**config.mk**
```make
export PLATFORM = sky130hd
export DESIGN_NAME = axis_traffic_sink
export DESIGN_NICKNAME = d
export VERILOG_FILES = /design/src/rtl/axis_traffic_sink_pkg.sv /design/src/rtl/axis_traffic_sink_lane.sv /design/src/rtl/xoshiro128ss_simple.sv /design/src/rtl/axis_traffic_sink.sv
export SDC_FILE = /design/constraint.sdc
export NUM_CORES = 1
export LEC_CHECK = 0
export BUFFER_PORTS_ARGS = -buffer_cell sky130_fd_sc_hd__buf_4
export CAP_MARGIN = 20
export CORE_MARGIN = 2
export CORE_UTILIZATION = 48
export DETAILED_ROUTE_END_ITERATION = 16
export GPL_TIMING_DRIVEN = 0
export PLACE_DENSITY = 0.79
export SETUP_SLACK_MARGIN = 0.3
export SLEW_MARGIN = 20
export SYNTH_ARGS = -nofsm -noshare
export SYNTH_HDL_FRONTEND = slang
export SYNTH_SLANG_ARGS = --single-unit
```
**constraint.sdc**
```tcl
create_clock -name clk -period 5.9 [get_ports clk]
set_input_delay 1.475 -clock clk [delete_from_list [all_inputs] [get_ports clk]]
set_output_delay 1.475 -clock clk [all_outputs]
set_load 0.05 [all_outputs]
```
**src/rtl/axis_traffic_sink_pkg.sv**
```systemverilog
// Shared types and helpers for the AXI4-Stream traffic sink: back-pressure modes,
// periodic phase encoding and the splitmix64 seed expander.
package axis_traffic_sink_pkg;

  typedef enum logic [1:0] {
    BP_ALWAYS   = 2'd0,
    BP_RANDOM   = 2'd1,
    BP_PERIODIC = 2'd2,
    BP_STALL    = 2'd3
  } bp_mode_e;

  typedef enum logic {
    PH_ON  = 1'b0,
    PH_OFF = 1'b1
  } phase_e;

  localparam int PHASE_W = 16;

  localparam logic [63:0] SM_GAMMA = 64'h9E37_79B9_7F4A_7C15;
  localparam logic [63:0] SM_MUL1  = 64'hBF58_476D_1CE4_E5B9;
  localparam logic [63:0] SM_MUL2  = 64'h94D0_49BB_1331_11EB;

  // Expands a 64-bit seed into well-mixed PRNG state words at elaboration.
  function automatic logic [63:0] splitmix64(input logic [63:0] x);
    logic [63:0] z;
    z = x + SM_GAMMA;
    z = (z ^ (z >> 6'd30)) * SM_MUL1;
    z = (z ^ (z >> 6'd27)) * SM_MUL2;
    return z ^ (z >> 6'd31);
  endfunction

endpackage

```
**src/rtl/axis_traffic_sink_lane.sv**
```systemverilog
// One sink channel: config registers, back-pressure generator, counters and, when
// AXIS_TRAFFIC_SINK_DATA_CHECK_EN is defined, the incrementing-data checker.
module axis_traffic_sink_lane
  import axis_traffic_sink_pkg::*;
#(
  parameter int          DWIDTH    = 32,
  parameter int          HAS_KEEP  = 0,
  parameter int          HAS_LAST  = 0,
  parameter int          CNT_WIDTH = 32,
  parameter logic [63:0] LANE_SEED = 64'h0
) (
  input  logic                 clk,
  input  logic                 rst_n,
  input  logic [DWIDTH-1:0]    tdata_i,
  input  logic                 tvalid_i,
  input  logic [DWIDTH/8-1:0]  tkeep_i,
  input  logic                 tlast_i,
  output logic                 tready_o,
  input  logic [1:0]           bp_mode_i,
  input  logic [63:0]          bp_ratio_i,
  input  logic [PHASE_W-1:0]   bp_on_i,
  input  logic [PHASE_W-1:0]   bp_off_i,
  input  logic                 cnt_clr_i,
  output logic [CNT_WIDTH-1:0] beat_cnt_o,
  output logic [CNT_WIDTH-1:0] pkt_cnt_o,
  output logic [15:0]          err_cnt_o,
  output logic                 err_flag_o
);

  localparam int KW = DWIDTH / 8;

  bp_mode_e           mode_q;
  logic [63:0]        ratio_q;
  logic [PHASE_W-1:0] on_q, off_q;
  logic               run_q;
  logic               tready_q, tready_d;
  phase_e             ph_q, ph_d, ph_eff_s;
  logic [PHASE_W-1:0] pcnt_q, pcnt_d, cur_s, len_s;
  logic               per_ready_s;
  logic [63:0]        rnd_s;
  logic               accept_s, last_s;
  logic [CNT_WIDTH-1:0] beat_q, beat_d, pkt_q, pkt_d;

  xoshiro128ss_simple #(.SEED(LANE_SEED)) u_prng (.clk(clk), .rnd_o(rnd_s));

  // run_q holds tready low for one extra cycle after reset release.
  always_ff @(posedge clk) begin
    if (!rst_n) begin
      mode_q  <= BP_ALWAYS;
      ratio_q <= 64'd0;
      on_q    <= '0;
      off_q   <= '0;
      run_q   <= 1'b0;
    end else begin
      mode_q  <= bp_mode_e'(bp_mode_i);
      ratio_q <= bp_ratio_i;
      on_q    <= bp_on_i;
      off_q   <= bp_off_i;
      run_q   <= 1'b1;
    end
  end

  // Zero-length phases are skipped by evaluating the opposite phase in the same cycle.
  always_comb begin
    ph_eff_s    = ph_q;
    cur_s       = pcnt_q;
    len_s       = on_q;
    per_ready_s = 1'b1;
    ph_d        = PH_ON;
    pcnt_d      = '0;
    if (mode_q != BP_PERIODIC || (on_q == '0 && off_q == '0)) begin
      per_ready_s = 1'b1;
    end else begin
      if (ph_q == PH_ON && on_q == '0) begin
        ph_eff_s = PH_OFF;
        cur_s    = '0;
      end else if (ph_q == PH_OFF && off_q == '0) begin
        ph_eff_s = PH_ON;
        cur_s    = '0;
      end else begin
        ph_eff_s = ph_q;
        cur_s    = pcnt_q;
      end
      len_s       = (ph_eff_s == PH_ON) ? on_q : off_q;
      per_ready_s = (ph_eff_s == PH_ON);
      if (({1'b0, cur_s} + 17'd1) >= {1'b0, len_s}) begin
        ph_d   = (ph_eff_s == PH_ON) ? PH_OFF : PH_ON;
        pcnt_d = '0;
      end else begin
        ph_d   = ph_eff_s;
        pcnt_d = cur_s + 16'd1;
      end
    end
  end

  always_comb begin
    tready_d = 1'b0;
    case (mode_q)
      BP_ALWAYS:   tready_d = 1'b1;
      BP_RANDOM:   tready_d = (rnd_s >= ratio_q);
      BP_PERIODIC: tready_d = per_ready_s;
      BP_STALL:    tready_d = 1'b0;
      default:     tready_d = 1'b0;
    endcase
    if (!run_q) begin
      tready_d = 1'b0;
    end else begin
      tready_d = tready_d;
    end
  end

  always_ff @(posedge clk) begin
    if (!rst_n) begin
      tready_q <= 1'b0;
      ph_q     <= PH_ON;
      pcnt_q   <= '0;
    end else begin
      tready_q <= tready_d;
      ph_q     <= ph_d;
      pcnt_q   <= pcnt_d;
    end
  end

  assign accept_s = tvalid_i & tready_q;
  assign last_s   = (HAS_LAST != 0) ? tlast_i : 1'b1;

  always_comb begin
    beat_d = beat_q;
    pkt_d  = pkt_q;
    if (cnt_clr_i) begin
      beat_d = '0;
      pkt_d  = '0;
    end else if (accept_s) begin
      beat_d = beat_q + CNT_WIDTH'(1);
      pkt_d  = last_s ? (pkt_q + CNT_WIDTH'(1)) : pkt_q;
    end else begin
      beat_d = beat_q;
      pkt_d  = pkt_q;
    end
  end

  always_ff @(posedge clk) begin
    if (!rst_n) begin
      beat_q <= '0;
      pkt_q  <= '0;
    end else begin
      beat_q <= beat_d;
      pkt_q  <= pkt_d;
    end
  end

  assign tready_o   = tready_q;
  assign beat_cnt_o = beat_q;
  assign pkt_cnt_o  = pkt_q;

`ifdef AXIS_TRAFFIC_SINK_DATA_CHECK_EN
  logic [DWIDTH-1:0] exp_q, exp_d, mask_s;
  logic              seeded_q, seeded_d, flag_q, flag_d, mism_s;
  logic [15:0]       err_q, err_d;

  always_comb begin
    mask_s = '0;
    for (int b = 0; b < KW; b++) begin
      mask_s[b*8 +: 8] = (HAS_KEEP == 0 || tkeep_i[b]) ? 8'hFF : 8'h00;
    end
    mism_s = |((tdata_i ^ exp_q) & mask_s);
  end

  always_comb begin
    exp_d    = exp_q;
    seeded_d = seeded_q;
    flag_d   = flag_q;
    err_d    = err_q;
    if (cnt_clr_i) begin
      seeded_d = 1'b0;
      flag_d   = 1'b0;
      err_d    = 16'h0000;
    end else if (accept_s) begin
      seeded_d = 1'b1;
      exp_d    = tdata_i + DWIDTH'(1);
      if (seeded_q && mism_s) begin
        flag_d = 1'b1;
        err_d  = (err_q == 16'hFFFF) ? err_q : (err_q + 16'd1);
      end else begin
        flag_d = flag_q;
        err_d  = err_q;
      end
    end else begin
      exp_d = exp_q;
    end
  end

  always_ff @(posedge clk) begin
    if (!rst_n) begin
      exp_q    <= '0;
      seeded_q <= 1'b0;
      flag_q   <= 1'b0;
      err_q    <= 16'h0000;
    end else begin
      exp_q    <= exp_d;
      seeded_q <= seeded_d;
      flag_q   <= flag_d;
      err_q    <= err_d;
    end
  end

  assign err_cnt_o  = err_q;
  assign err_flag_o = flag_q;
`else
  logic unused_data_s;
  assign unused_data_s = ^{tdata_i, tkeep_i};
  assign err_cnt_o     = 16'h0000;
  assign err_flag_o    = 1'b0;
`endif

endmodule

```
**src/rtl/xoshiro128ss_simple.sv**
```systemverilog
// Free-running xoshiro128** generator giving a 64-bit word per cycle ({** output, + output}).
// State is never reset; an all-zero state (power-up) loads the elaboration-time seed.
module xoshiro128ss_simple
  import axis_traffic_sink_pkg::*;
#(
  parameter logic [63:0] SEED = 64'h0
) (
  input  logic        clk,
  output logic [63:0] rnd_o
);

  localparam logic [63:0] INIT_HI = splitmix64(SEED);
  localparam logic [63:0] INIT_LO = splitmix64(INIT_HI);

  logic [31:0] s0_q, s1_q, s2_q, s3_q;
  logic [31:0] s0_d, s1_d, s2_d, s3_d;
  logic [31:0] s1x5_s, rot_s, ss_s, t_s;

  always_comb begin
    s1x5_s = (s1_q << 5'd2) + s1_q;
    rot_s  = {s1x5_s[24:0], s1x5_s[31:25]};
    ss_s   = (rot_s << 5'd3) + rot_s;
    t_s    = s1_q << 5'd9;
    s0_d   = s0_q;
    s1_d   = s1_q;
    s2_d   = s2_q;
    s3_d   = s3_q;
    if ({s0_q, s1_q, s2_q, s3_q} == 128'd0) begin
      {s0_d, s1_d} = INIT_HI;
      {s2_d, s3_d} = INIT_LO;
    end else begin
      s2_d = s2_q ^ s0_q;
      s3_d = s3_q ^ s1_q;
      s1_d = s1_q ^ s2_d;
      s0_d = s0_q ^ s3_d;
      s2_d = s2_d ^ t_s;
      s3_d = {s3_d[20:0], s3_d[31:21]};
    end
  end

  always_ff @(posedge clk) begin
    s0_q <= s0_d;
    s1_q <= s1_d;
    s2_q <= s2_d;
    s3_q <= s3_d;
  end

  assign rnd_o = {ss_s, s0_q + s3_q};

endmodule

```
**src/rtl/axis_traffic_sink.sv**
```systemverilog
// Multi-channel AXI4-Stream traffic sink with programmable back-pressure and counters.
// Optional data checker enabled by defining AXIS_TRAFFIC_SINK_DATA_CHECK_EN.
module axis_traffic_sink
  import axis_traffic_sink_pkg::*;
#(
  parameter int          NUM_CH    = 1,
  parameter int          DWIDTH    = 32,
  parameter int          HAS_KEEP  = 0,
  parameter int          HAS_LAST  = 0,
  parameter int          CNT_WIDTH = 32,
  parameter logic [63:0] SEED      = 64'h0
) (
  input  logic                          clk,
  input  logic                          rst_n,
  input  logic [NUM_CH*DWIDTH-1:0]      s_axis_tdata,
  input  logic [NUM_CH-1:0]             s_axis_tvalid,
  input  logic [NUM_CH*DWIDTH/8-1:0]    s_axis_tkeep,
  input  logic [NUM_CH-1:0]             s_axis_tlast,
  output logic [NUM_CH-1:0]             s_axis_tready,
  input  logic [NUM_CH*2-1:0]           bp_mode,
  input  logic [NUM_CH*64-1:0]          bp_ratio_code,
  input  logic [15:0]                   bp_on_cycles,
  input  logic [15:0]                   bp_off_cycles,
  input  logic                          cnt_clr,
  output logic [NUM_CH*CNT_WIDTH-1:0]   beat_cnt,
  output logic [NUM_CH*CNT_WIDTH-1:0]   pkt_cnt,
  output logic [NUM_CH*16-1:0]          err_cnt,
  output logic [NUM_CH-1:0]             err_flag
);

  localparam int KW = DWIDTH / 8;

  for (genvar i = 0; i < NUM_CH; i++) begin : g_lane
    axis_traffic_sink_lane #(
      .DWIDTH   (DWIDTH),
      .HAS_KEEP (HAS_KEEP),
      .HAS_LAST (HAS_LAST),
      .CNT_WIDTH(CNT_WIDTH),
      .LANE_SEED(SEED + 64'(i))
    ) u_lane (
      .clk       (clk),
      .rst_n     (rst_n),
      .tdata_i   (s_axis_tdata[i*DWIDTH +: DWIDTH]),
      .tvalid_i  (s_axis_tvalid[i]),
      .tkeep_i   (s_axis_tkeep[i*KW +: KW]),
      .tlast_i   (s_axis_tlast[i]),
      .tready_o  (s_axis_tready[i]),
      .bp_mode_i (bp_mode[i*2 +: 2]),
      .bp_ratio_i(bp_ratio_code[i*64 +: 64]),
      .bp_on_i   (bp_on_cycles),
      .bp_off_i  (bp_off_cycles),
      .cnt_clr_i (cnt_clr),
      .beat_cnt_o(beat_cnt[i*CNT_WIDTH +: CNT_WIDTH]),
      .pkt_cnt_o (pkt_cnt[i*CNT_WIDTH +: CNT_WIDTH]),
      .err_cnt_o (err_cnt[i*16 +: 16]),
      .err_flag_o(err_flag[i])
    );
  end

endmodule
```
==> run_results.csv <==
group,metric,value,unit
place,dp.final_hpwl,33720,microns
floorplan,floorplan.die_area,37870,sq um
logic_synthesis,synth_top_area_share,35.48,%
timing,finalHoldViolations,0,
clock_tree,postCtsHoldBufs,0,
worst_setup_path,critPathMostFrequentCell,"a21oi_2",
logic_synthesis,synthArstFlopShare,0,%
layout,utilization,60.06,%
detailed_routing,first_pass_iters,5,
clock_tree,clk_pin_slew_worst_paths,0.07,ns
worst_setup_path,worst_ep_arrival_time,6.55,ns
timing,finalSetupViolCount,1,
logic_synthesis,yosys_warnings,0,
detailed_routing,drt_wl_total,44800,microns
timing,grt_setup_unrepaired,"true",
timing,fin_skew,0.02674,ns
layout,drive_gt1_share,16.67,%
layout,area_delta_synth_final,22.81,%
clock_tree,htreeDepth,2,
logic_synthesis,yosys_register_bits,309,
timing,worst_pin_slew,0.9008,ns
global_routing,gr-total-overflow,0,
outcome,violations,"negative setup slack",
worst_setup_path,setup.worst_path.end,"g_lane[0].u_lane.tready_o",
floorplan,rows,69,
detailed_routing,met3_length,2766,microns
global_routing,grt_use_total,23.24,%
clock_tree,clk_latency,0.54,ns
global_routing,grt_pass1_vias,14370,
logic_synthesis,yosysSeqAreaShare,35.48,%
min_path,hold_path_class,"register to register",
place,place_area,19420,sq um
logic_synthesis,yosys.area.top_type,"dfxtp_1",
logic_synthesis,synth.area.top_cells,"dfxtp_1 (35%), ha_1 (12%), xnor2_1 (9.9%), xor2_1 (6.3%), and2_1 (3.8%)",
pwr,leakagePower,9.369,nW
clock_tree,cts_tree,"yes",
layout,fin_area,21410,sq um
worst_setup_path,slowest_delay,0.41,ns
timing,slew_headroom,39.39,%
worst_setup_path,worstPathRequired,6.25,ns
detailed_routing,post-route-drc-count,0,
worst_setup_path,cp_slowest_cell,"dfxtp_4",
layout,antennaDiodeCount,0,
worst_setup_path,worst-r2r-setup-slack,-0.30,ns
timing,timing.final.crit_share,105.1,%
timing,whs,0.5014,ns
timing,maxSlewViolCount,0,
floorplan,io_pins,221,
worst_setup_path,crit_start,"g_lane[0].u_lane.u_prng.s1_q[11]",
global_routing,grt_start_max_net_pins,15,
worst_setup_path,path_class,"register to register",
floorplan,die_w,194.6,microns
global_routing,antenna_found_initial,0,
timing,max_clock_freq,0.1612,GHz
layout,layout_commonest_cell,"dfxtp_1",
worst_setup_path,r2r_start,"g_lane[0].u_lane.u_prng.s1_q[11]",
worst_setup_path,r2r.worst_path.cells,30,
floorplan,core_area,35660,sq um
clock_tree,clockBufferDepth,3,
logic_synthesis,synth_edf_count,0,
detailed_routing,vias,14750,
job,maxCapViolations,0,
place,dp_cells,2606,
timing,setup_ws,-0.3022,ns
outcome,outcome,"finished, violations left",
pwr,ir_drop,205.7,uV
pwr,pwr_density_cell,221.0,nW/um^2
logic_synthesis,mappedNetlistArea,17440,sq um
place,io_buffers,166,
detailed_routing,viasPerCell,5.456,
worst_setup_path,critPathCaptureType,"register",
logic_synthesis,synth_cell_types,66,
detailed_routing,drt_iter0_markers,857,
detailed_routing,dr_wl_met2,21350,microns
layout,n_fill_cell,2973,
worst_setup_path,worstReg2RegEnd,"g_lane[0].u_lane.tready_o",
logic_synthesis,syn_avg_cell_area,8.883,sq um
clock_tree,tritoncts.num_buffers,36,
layout,final_cell_mix,"dfxtp_1 (292), buf_4 (213), xnor2_1 (195)",
logic_synthesis,synthCells,1963,
clock_tree,cts_sinks,309,
floorplan,die_y,194.6,microns
logic_synthesis,synth-main-ff-cell,"dfxtp_1",
clock_tree,root_buffer,"clkbuf_16",
place,place_congestion,0.9074,
detailed_routing,ant_nets,0,
layout,layout.cells.non_filler,2704,
worst_setup_path,crit_fanout,6,
detailed_routing,post_drt_wl_per_cell,16.57,microns
floorplan,initial_core_util,48.90,%
place,dp_slack,-0.8677,ns
detailed_routing,wl_met1,19640,microns
detailed_routing,top_layer_used,"met4",
timing,finalCriticalPeriod,6.202,ns
worst_setup_path,start_kind,"register",
layout,finalNetCount,2529,
global_routing,grt_pass1_wl,72460,microns
## routing by layer
layer  up-vias  global-route usage (%)
met2       470                   39.97
met5         -                       0
met4         0                   6.895
met3        91                   3.505
li1       7251                       -
met1      6942                   30.10
## state kept, by name, summed over array words and instances (netlist names)
| register | flops |
|---|---|
| g_lane.u_lane.u_prng.s3_q | 32 |
| g_lane.u_lane.ph_q | 1 |
| g_lane.u_lane.u_prng.s2_q | 32 |
| g_lane.u_lane.u_prng.s0_q | 32 |
| g_lane.u_lane.ratio_q | 64 |
| g_lane.u_lane.run_q | 1 |
| g_lane.u_lane.u_prng.s1_q | 32 |
| g_lane.u_lane.tready_o | 1 |
| g_lane.u_lane.pkt_cnt_o | 32 |
| g_lane.u_lane.off_q | 16 |
| g_lane.u_lane.on_q | 16 |
| g_lane.u_lane.beat_cnt_o | 32 |
| g_lane.u_lane.mode_q | 2 |
| g_lane.u_lane.pcnt_q | 16 |
## cell usage after synthesis (8+ instances only)
cell type	instances
a211oi_1	12
a21o_1	51
a21oi_1	120
and2_1	106
and3_1	23
buf_4	18
clkbuf_1	36
dfxtp_1	309
ha_1	172
inv_1	96
mux2i_1	15
nand2_1	159
nand2b_1	19
nand3_1	42
nand4_1	43
nor2_1	129
nor2b_1	13
nor3_1	34
nor4_1	46
o21a_1	16
o21ai_0	65
o21bai_1	8
or3_1	15
xnor2_1	197
xor2_1	126
## cell type report
class	count	area, sq um	area share, %
clock inverter	17	235.2	1.098
tap	461	576.8	2.694
clock buffer	49	1072	5.007
timing repair buffer	198	1498	6.994
sequential	309	6237	29.13
buffer	60	299.0	1.396
multi-input combinational	1514	11140	52.00
inverter	96	360.3	1.683
## logic make-up (layout without fill, tap and decap cells)
kind of cell	Yosys count	after routing	synth area share, %
XOR/XNOR	324	324	16.35
flip-flops	309	309	35.48
other	1	17	0.02151
multiplexers	16	16	0.9256
adder cells (fa/ha/maj)	175	175	12.69
AND/OR/NAND/NOR	648	648	18.72
buffers and inverters	156	420	3.746
AO/OA/AOI/OAI	334	334	12.07
## critical path: cells and delay by family (launching register included)
family | cells | cell delay, ns
AO/OA/AOI/OAI | 19 | 3.36
AND/OR/NAND/NOR | 5 | 0.88
adder cells (fa/ha/maj) | 3 | 0.87
flip-flops | 1 | 0.41
XOR/XNOR | 2 | 0.33
buffers and inverters | 1 | 0.14
## report_power, final
group | leakage, nW | switching (mW) | internal (mW) | total, mW
sequential | 2.53 | 0.0150 | 2.12 | 2.13
combinational | 6.20 | 0.105 | 0.101 | 0.206
clock | 0.638 | 0.925 | 1.47 | 2.39
total | 9.37 | 1.05 | 3.69 | 4.73
## worst min-delay path by stage
stage | startpoint | end | slack (ns) | depth (start not counted)
finish | g_lane[0].u_lane.beat_cnt_o[24] | g_lane[0].u_lane.beat_cnt_o[24] | 0.50 | 2
global route | g_lane[0].u_lane.u_prng.s1_q[12] | g_lane[0].u_lane.u_prng.s3_q[23] | 0.52 | 1
CTS | g_lane[0].u_lane.beat_cnt_o[24] | g_lane[0].u_lane.beat_cnt_o[24] | 0.50 | 2
detailed placement | g_lane[0].u_lane.u_prng.s2_q[4] | g_lane[0].u_lane.u_prng.s2_q[4] | 0.48 | 1
global placement | g_lane[0].u_lane.u_prng.s2_q[7] | g_lane[0].u_lane.u_prng.s2_q[7] | 0.48 | 1
floorplan | g_lane[0].u_lane.u_prng.s2_q[4] | g_lane[0].u_lane.u_prng.s2_q[4] | 0.46 | 1
## through the flow
stage               power [mW]  TNS, ns
finish                   4.733  -0.3022
global route             4.881  -0.4957
CTS                      4.767  -0.2166
detailed placement       2.387  -0.8677
global placement         2.382  -0.8362
floorplan                2.301        0
## timing repair
item | in CTS | in global routing
setup buffers | 28 | 4
gates resized for setup | 74 | 24
pin swaps | 44 | 21
endpoints found under the setup margin | 1 | 1
Note: power is estimated with default switching activity, not from simulation.
